[config.mk]
export PLATFORM = sky130hd
export DESIGN_NAME = fp_norm_seq
export DESIGN_NICKNAME = d
export VERILOG_FILES = /design/src/rtl/fp_norm_pkg.sv /design/src/rtl/fp_norm_seq_lzc8.sv /design/src/rtl/fp_norm_seq.sv
export SDC_FILE = /design/constraint.sdc
export NUM_CORES = 1
export LEC_CHECK = 0
export BUFFER_PORTS_ARGS = -buffer_cell sky130_fd_sc_hd__clkbuf_2
export CORE_ASPECT_RATIO = 1.5
export CORE_MARGIN = 4
export CORE_UTILIZATION = 55
export CTS_CLUSTER_SIZE = 20
export DETAILED_ROUTE_END_ITERATION = 8
export PLACE_DENSITY = 0.77
export SLEW_MARGIN = 20
export SYNTH_ARGS = -nofsm -noshare
export SYNTH_HDL_FRONTEND = slang
export SYNTH_SLANG_ARGS = --single-unit
[constraint.sdc]
create_clock -name clk -period 4.22 [get_ports clk]
set_input_delay 0.422 -clock clk [delete_from_list [all_inputs] [get_ports clk]]
set_output_delay 0.422 -clock clk [all_outputs]
set_load 0.01 [all_outputs]
[src/rtl/fp_norm_pkg.sv]
// ============================================================================
// Module : fp_norm_pkg
// Brief  : Shared types, constants and helpers for the fp_norm_seq normalizer.
// Rev    : 1.0 - initial release
// ============================================================================
`default_nettype none

package fp_norm_pkg;

  typedef enum logic [1:0] {
    IDLE  = 2'd0,
    SCAN  = 2'd1,
    SHIFT = 2'd2,
    DONE  = 2'd3
  } norm_state_t;

  localparam int BYTE_W = 8;

  // Shift distance limited by the exponent so the result degrades to a denormal.
  function automatic logic [31:0] clamp_shift(input logic [31:0] lz, input logic [31:0] exp_v);
    return (lz < exp_v) ? lz : exp_v;
  endfunction

endpackage

`default_nettype wire

[src/rtl/fp_norm_seq_lzc8.sv]
// ============================================================================
// Module : lzc_8
// Brief  : 8-bit leading-zero counter; o_valid flags a nonzero byte.
// Rev    : 1.0 - initial release
// ============================================================================
`default_nettype none

module lzc_8 (
  input  logic [7:0] i_data,
  output logic [2:0] o_cnt,
  output logic       o_valid
);

  always_comb begin
    o_cnt   = 3'd0;
    o_valid = |i_data;
    // Ascending scan: the highest set bit writes last and wins.
    for (int i = 0; i < 8; i++) begin
      if (i_data[i]) o_cnt = 3'(7 - i);
    end
  end

endmodule

`default_nettype wire

[src/rtl/fp_norm_seq.sv]
// ============================================================================
// Module : fp_norm_seq
// Brief  : Multi-cycle mantissa normalizer, one byte scanned per cycle with a
//          shared lzc_8. Optional FP_NORM_BYPASS_EN skips already-normal inputs.
// Rev    : 1.0 - initial release
// ============================================================================
`default_nettype none

module fp_norm_seq
  import fp_norm_pkg::*;
#(
  parameter int WIDTH = 24,
  parameter int EXP_W = 8
) (
  input  logic                       clk,
  input  logic                       rst_n,
  input  logic                       in_valid,
  output logic                       in_ready,
  input  logic [WIDTH-1:0]           in_mant,
  input  logic [EXP_W-1:0]           in_exp,
  output logic                       out_valid,
  input  logic                       out_ready,
  output logic [WIDTH-1:0]           out_mant,
  output logic [EXP_W-1:0]           out_exp,
  output logic [$clog2(WIDTH+1)-1:0] out_lz,
  output logic                       out_zero,
  output logic                       busy
);

  localparam int NB  = WIDTH / BYTE_W;
  localparam int LZW = $clog2(WIDTH + 1);
  localparam int KW  = (NB > 1) ? $clog2(NB) : 1;

  norm_state_t      r_state;
  logic [WIDTH-1:0] r_mant;
  logic [EXP_W-1:0] r_exp;
  logic [KW-1:0]    r_k;
  logic [LZW-1:0]   r_lz;

  logic [WIDTH-1:0] r_out_mant;
  logic [EXP_W-1:0] r_out_exp;
  logic [LZW-1:0]   r_out_lz;
  logic             r_out_zero;
  logic             r_out_valid;

  logic [7:0]       w_byte;
  logic [2:0]       w_c;
  logic             w_v;
  logic [LZW-1:0]   w_sh;
  logic             w_accept;

  always_comb begin
    w_byte = 8'd0;
    for (int i = 0; i < NB; i++) begin
      if (r_k == KW'(i)) w_byte = r_mant[WIDTH-1-BYTE_W*i -: BYTE_W];
    end
  end

  lzc_8 u_lzc (
    .i_data  (w_byte),
    .o_cnt   (w_c),
    .o_valid (w_v)
  );

  assign w_sh     = LZW'(clamp_shift(32'(r_lz), 32'(r_exp)));
  assign w_accept = in_valid && (r_state == IDLE);

  always_ff @(posedge clk or negedge rst_n) begin
    if (!rst_n) begin
      r_state     <= IDLE;
      r_mant      <= '0;
      r_exp       <= '0;
      r_k         <= '0;
      r_lz        <= '0;
      r_out_mant  <= '0;
      r_out_exp   <= '0;
      r_out_lz    <= '0;
      r_out_zero  <= 1'b0;
      r_out_valid <= 1'b0;
    end else begin
      case (r_state)
        IDLE: begin
          if (w_accept) begin
            r_mant  <= in_mant;
            r_exp   <= in_exp;
            r_k     <= '0;
            r_lz    <= '0;
            r_state <= SCAN;
`ifdef FP_NORM_BYPASS_EN
            if (in_mant[WIDTH-1]) begin
              r_out_mant  <= in_mant;
              r_out_exp   <= in_exp;
              r_out_lz    <= '0;
              r_out_zero  <= 1'b0;
              r_out_valid <= 1'b1;
              r_state     <= DONE;
            end
`endif
          end
        end
        SCAN: begin
          if (w_v) begin
            r_lz    <= r_lz + LZW'(w_c);
            r_state <= SHIFT;
          end else if (r_k != KW'(NB - 1)) begin
            r_lz <= r_lz + LZW'(BYTE_W);
            r_k  <= r_k + KW'(1);
          end else begin
            r_lz        <= LZW'(WIDTH);
            r_out_lz    <= LZW'(WIDTH);
            r_out_zero  <= 1'b1;
            r_out_mant  <= '0;
            r_out_exp   <= '0;
            r_out_valid <= 1'b1;
            r_state     <= DONE;
          end
        end
        SHIFT: begin
          r_out_mant  <= r_mant << w_sh;
          r_out_exp   <= r_exp - EXP_W'(w_sh);
          r_out_lz    <= r_lz;
          r_out_zero  <= 1'b0;
          r_out_valid <= 1'b1;
          r_state     <= DONE;
        end
        DONE: begin
          if (out_ready) begin
            r_out_valid <= 1'b0;
            r_state     <= IDLE;
          end
        end
        default: r_state <= IDLE;
      endcase
    end
  end

  assign in_ready  = (r_state == IDLE);
  assign busy      = (r_state != IDLE);
  assign out_valid = r_out_valid;
  assign out_mant  = r_out_mant;
  assign out_exp   = r_out_exp;
  assign out_lz    = r_out_lz;
  assign out_zero  = r_out_zero;

endmodule

`default_nettype wire

==> impl_metrics.yaml <==
sta:
  slew_violations: 0
  finClkSkew_ns: 0.00463
  finalSetupTns_ns: 0
  finalHoldViolCount: 0
  setup_ws_ns: 0.504
  fmax_ghz: 0.269
  period_needed_ns: 3.72
  tightest_slew_ns: 0.780
  relSlewSlack_pct: 46.9
  setup-violations-final: 0
  final_min_period_over_clock_period_pct: 88.1
  grt_setup_unrepaired: "false"
cts:
  cts.root.buffer_cell: "sky130_fd_sc_hd__clkbuf_16"
  number_of_post_cts_setup_repair_buffers: 0
  post_cts_resize_count: 0
  cts_tree: "yes"
  cts_made_buffers: 9
  clkTransAtPathRegs_ns: 0.06
  htree_num_levels: 3
  cts_hold_buf: 0
  clock_sinks: 80
  clk_latency_ns: 0.34
  cts-root-to-sink-buffers: 2
floorplanning:
  floorplan.die.width_um: 86.9
  total_die_area_um2: 11000
  initial_core_utilization_pct: 55.9
  row_count: 43
  core_um2: 9200
  floorplan.die.height_um: 126
  design.portCount: 77
global_route:
  number_of_antenna_violations_at_the_first_check_in_global_routing: 0
  first_global_vias: 4227
  grt_pass1_wl_um: 21100
  groute.usage.overall_pct: 24.4
  total_global_routing_overflow: 0
  grt_start_max_net_pins: 81
worst_hold_path:
  min-delay-path-class: "input pin to async pin"
synthesis:
  synth_enable_flop_cells: 0
  synth_sequential_area_ratio_pct: 38.9
  yosys_synthesis_warning_count: 0
  ys_ff_latch: 80
  postSynthNetCount: 534
  post_synth_most_frequent_cells: "sky130_fd_sc_hd__dfrtp_1, sky130_fd_sc_hd__nand2_1, sky130_fd_sc_hd__mux2_2"
  yosysTopAreaCell: "sky130_fd_sc_hd__dfrtp_1"
  post_synth_main_area_contributors: "sky130_fd_sc_hd__dfrtp_1, sky130_fd_sc_hd__mux2_2, sky130_fd_sc_hd__mux4_2, sky130_fd_sc_hd__mux2i_1, sky130_fd_sc_hd__ha_1"
  syn-instance-count: 477
  yosysUniqueCellTypes: 66
  yosysMostFrequentCell: "sky130_fd_sc_hd__dfrtp_1"
  synth_area_per_cell_um2: 10.8
  synth_async_sr_flop_share_pct: 100
  mappedNetlistArea_um2: 5140
  synth-main-ff-cell: "sky130_fd_sc_hd__dfrtp_1"
  post-synth-top-area-fraction_pct: 38.9
critical_path:
  crit_path_end_kind: "flip-flop"
  worstPathMaxFanout: 19
  worstSetupPathType: "flip-flop to flip-flop"
  critical_path.startpoint_type: "flip-flop"
  critPathArrivalTime_ns: 3.93
  critPathRequiredTime_ns: 4.43
power_and_ir_drop:
  power.density_cell_area_nw_per_um2: 839
  total_power_of_the_final_layout_mw: 4.97
  peakVddDrop_uv: 392
  leakagePower_nw: 2.81
final_layout:
  final_net_count: 607
  layout-drive-gt1-share_pct: 30.6
  fillers: 746
  synthToLayoutAreaGrowth_pct: 15.1
  num_antenna_cells: 0
routing:
  antenna_viol_nets_final: 0
  route.vias.total: 4175
  detail_route.vias_per_cell: 6.26
  drt_pass1_iterations: 5
  post-route-drc-count: 0
  post_drt_wl_per_cell_um: 18.7
  drt_iter0_drc: 335
  postRouteWirelength_um: 12500
run_status:
  outcome: "finished, final reports clean"
placement:
  detailedPlace.worstSlack_ns: 0.581
  port_buffers: 76
  hpwlAfterDp_um: 9390
  gp_congestion: 0.896
flow_run:
  cap_viol_max_count: 0
[metal layers]
metal,share of wire [%],routed length [µm],global-route usage (%)
met4,3.7,462,11.1
met1,39,4900,29.8
met5,0,0,0
met3,6.1,764,5.00
met2,51,6350,40.8
[registers in the layout, summed over array words and instances (netlist names)]
name	cells
r_exp	8
out_zero	1
r_lz	5
out_lz	5
out_valid	1
out_mant	24
r_k	2
out_exp	8
r_mant	24
r_state	2
[logic make-up after synthesis]
group	Yosys count	synth area share, %
xor+xnor	7	1.19
simple gates	125	12.4
compound gates	112	15.0
mux	88	23.1
fa+ha+maj	21	5.40
buf+inv	44	3.97
flops	80	38.9
[where the power goes]
part / switching (mW) / internal, mW
sequential: 0.397 / 1.12
combinational: 1.41 / 1.26
clock: 0.291 / 0.488
total: 2.10 / 2.86
[metrics by stage]
stage,instance area (µm²),hold slack [ns],util (%),std cells
final,5920,0.115,64.3,667
after global placement,5610,0.467,61.0,651
after floorplan,5140,0.126,-,477
after detailed placement,5610,0.470,61.0,651
after CTS,5910,0.294,64.3,667
after global routing,5920,0.189,64.3,667
[cells in the final DEF (no fill, tap or decap), types with 5 or more instances in the layout]
cell type / synthesis / layout
sky130_fd_sc_hd__clkbuf_2: 0 / 75
sky130_fd_sc_hd__mux2i_1: 30 / 30
sky130_fd_sc_hd__dfrtp_1: 80 / 80
sky130_fd_sc_hd__mux4_2: 14 / 14
sky130_fd_sc_hd__a32o_1: 6 / 6
sky130_fd_sc_hd__clkbuf_16: 0 / 9
sky130_fd_sc_hd__ha_1: 19 / 19
sky130_fd_sc_hd__nand2_1: 52 / 52
sky130_fd_sc_hd__nand3b_1: 9 / 9
sky130_fd_sc_hd__a21oi_1: 21 / 21
sky130_fd_sc_hd__a221oi_1: 5 / 5
sky130_fd_sc_hd__inv_1: 20 / 20
sky130_fd_sc_hd__nor2_1: 24 / 24
sky130_fd_sc_hd__a31oi_1: 7 / 6
sky130_fd_sc_hd__mux2_2: 38 / 38
sky130_fd_sc_hd__o21ai_0: 30 / 30
sky130_fd_sc_hd__nor2b_1: 12 / 12
sky130_fd_sc_hd__buf_4: 0 / 6
[critical path: stages, from the launching register on]
cell and delay (ns):
sky130_fd_sc_hd__dfrtp_1 0.37, sky130_fd_sc_hd__inv_1 0.07, sky130_fd_sc_hd__ha_1 0.31, sky130_fd_sc_hd__a211oi_1 0.29, sky130_fd_sc_hd__o21ai_2 0.18, sky130_fd_sc_hd__nand2_4 0.14, sky130_fd_sc_hd__mux2i_4 0.69, sky130_fd_sc_hd__inv_4 0.04
sky130_fd_sc_hd__ha_1 0.28, sky130_fd_sc_hd__nor2b_1 0.13, sky130_fd_sc_hd__o21ai_0 0.16, sky130_fd_sc_hd__nand2b_1 0.12, sky130_fd_sc_hd__a21o_1 0.19, sky130_fd_sc_hd__a21o_1 0.19, sky130_fd_sc_hd__nor3_1 0.18, sky130_fd_sc_hd__xnor2_1 0.15
sky130_fd_sc_hd__o21ai_0 0.10
[final timing paths]
path                                          from  cells after the start                       end  slack, ns
setup / recovery              r_exp[3]$_DFFE_PN0P_                     16    out_exp[7]$_DFFE_PN0P_       0.50
hold / removal                               rst_n                      1  out_mant[17]$_DFFE_PN0P_       0.12
setup reg to reg              r_exp[3]$_DFFE_PN0P_                     16    out_exp[7]$_DFFE_PN0P_       0.50
hold reg to reg            out_mant[5]$_DFFE_PN0P_                      2   out_mant[5]$_DFFE_PN0P_       0.48
max in group asynchronous                    rst_n                      1       r_lz[1]$_DFFE_PN0P_       3.63
min in group clk                         in_exp[5]                      2      r_exp[5]$_DFFE_PN0P_       0.31
[area by class of cell]
class,count,area (µm²),share of cell area (%)
Clock buffer,13,260,4.40
Clock inverter,3,40.0,0.677
Sequential cell,80,2000,33.8
Inverter,24,92.6,1.56
Tap cell,112,140,2.37
Multi-Input combinational cell,353,2950,49.9
Timing Repair Buffer,82,432,7.30
Note: power is estimated with default switching activity, not from simulation.
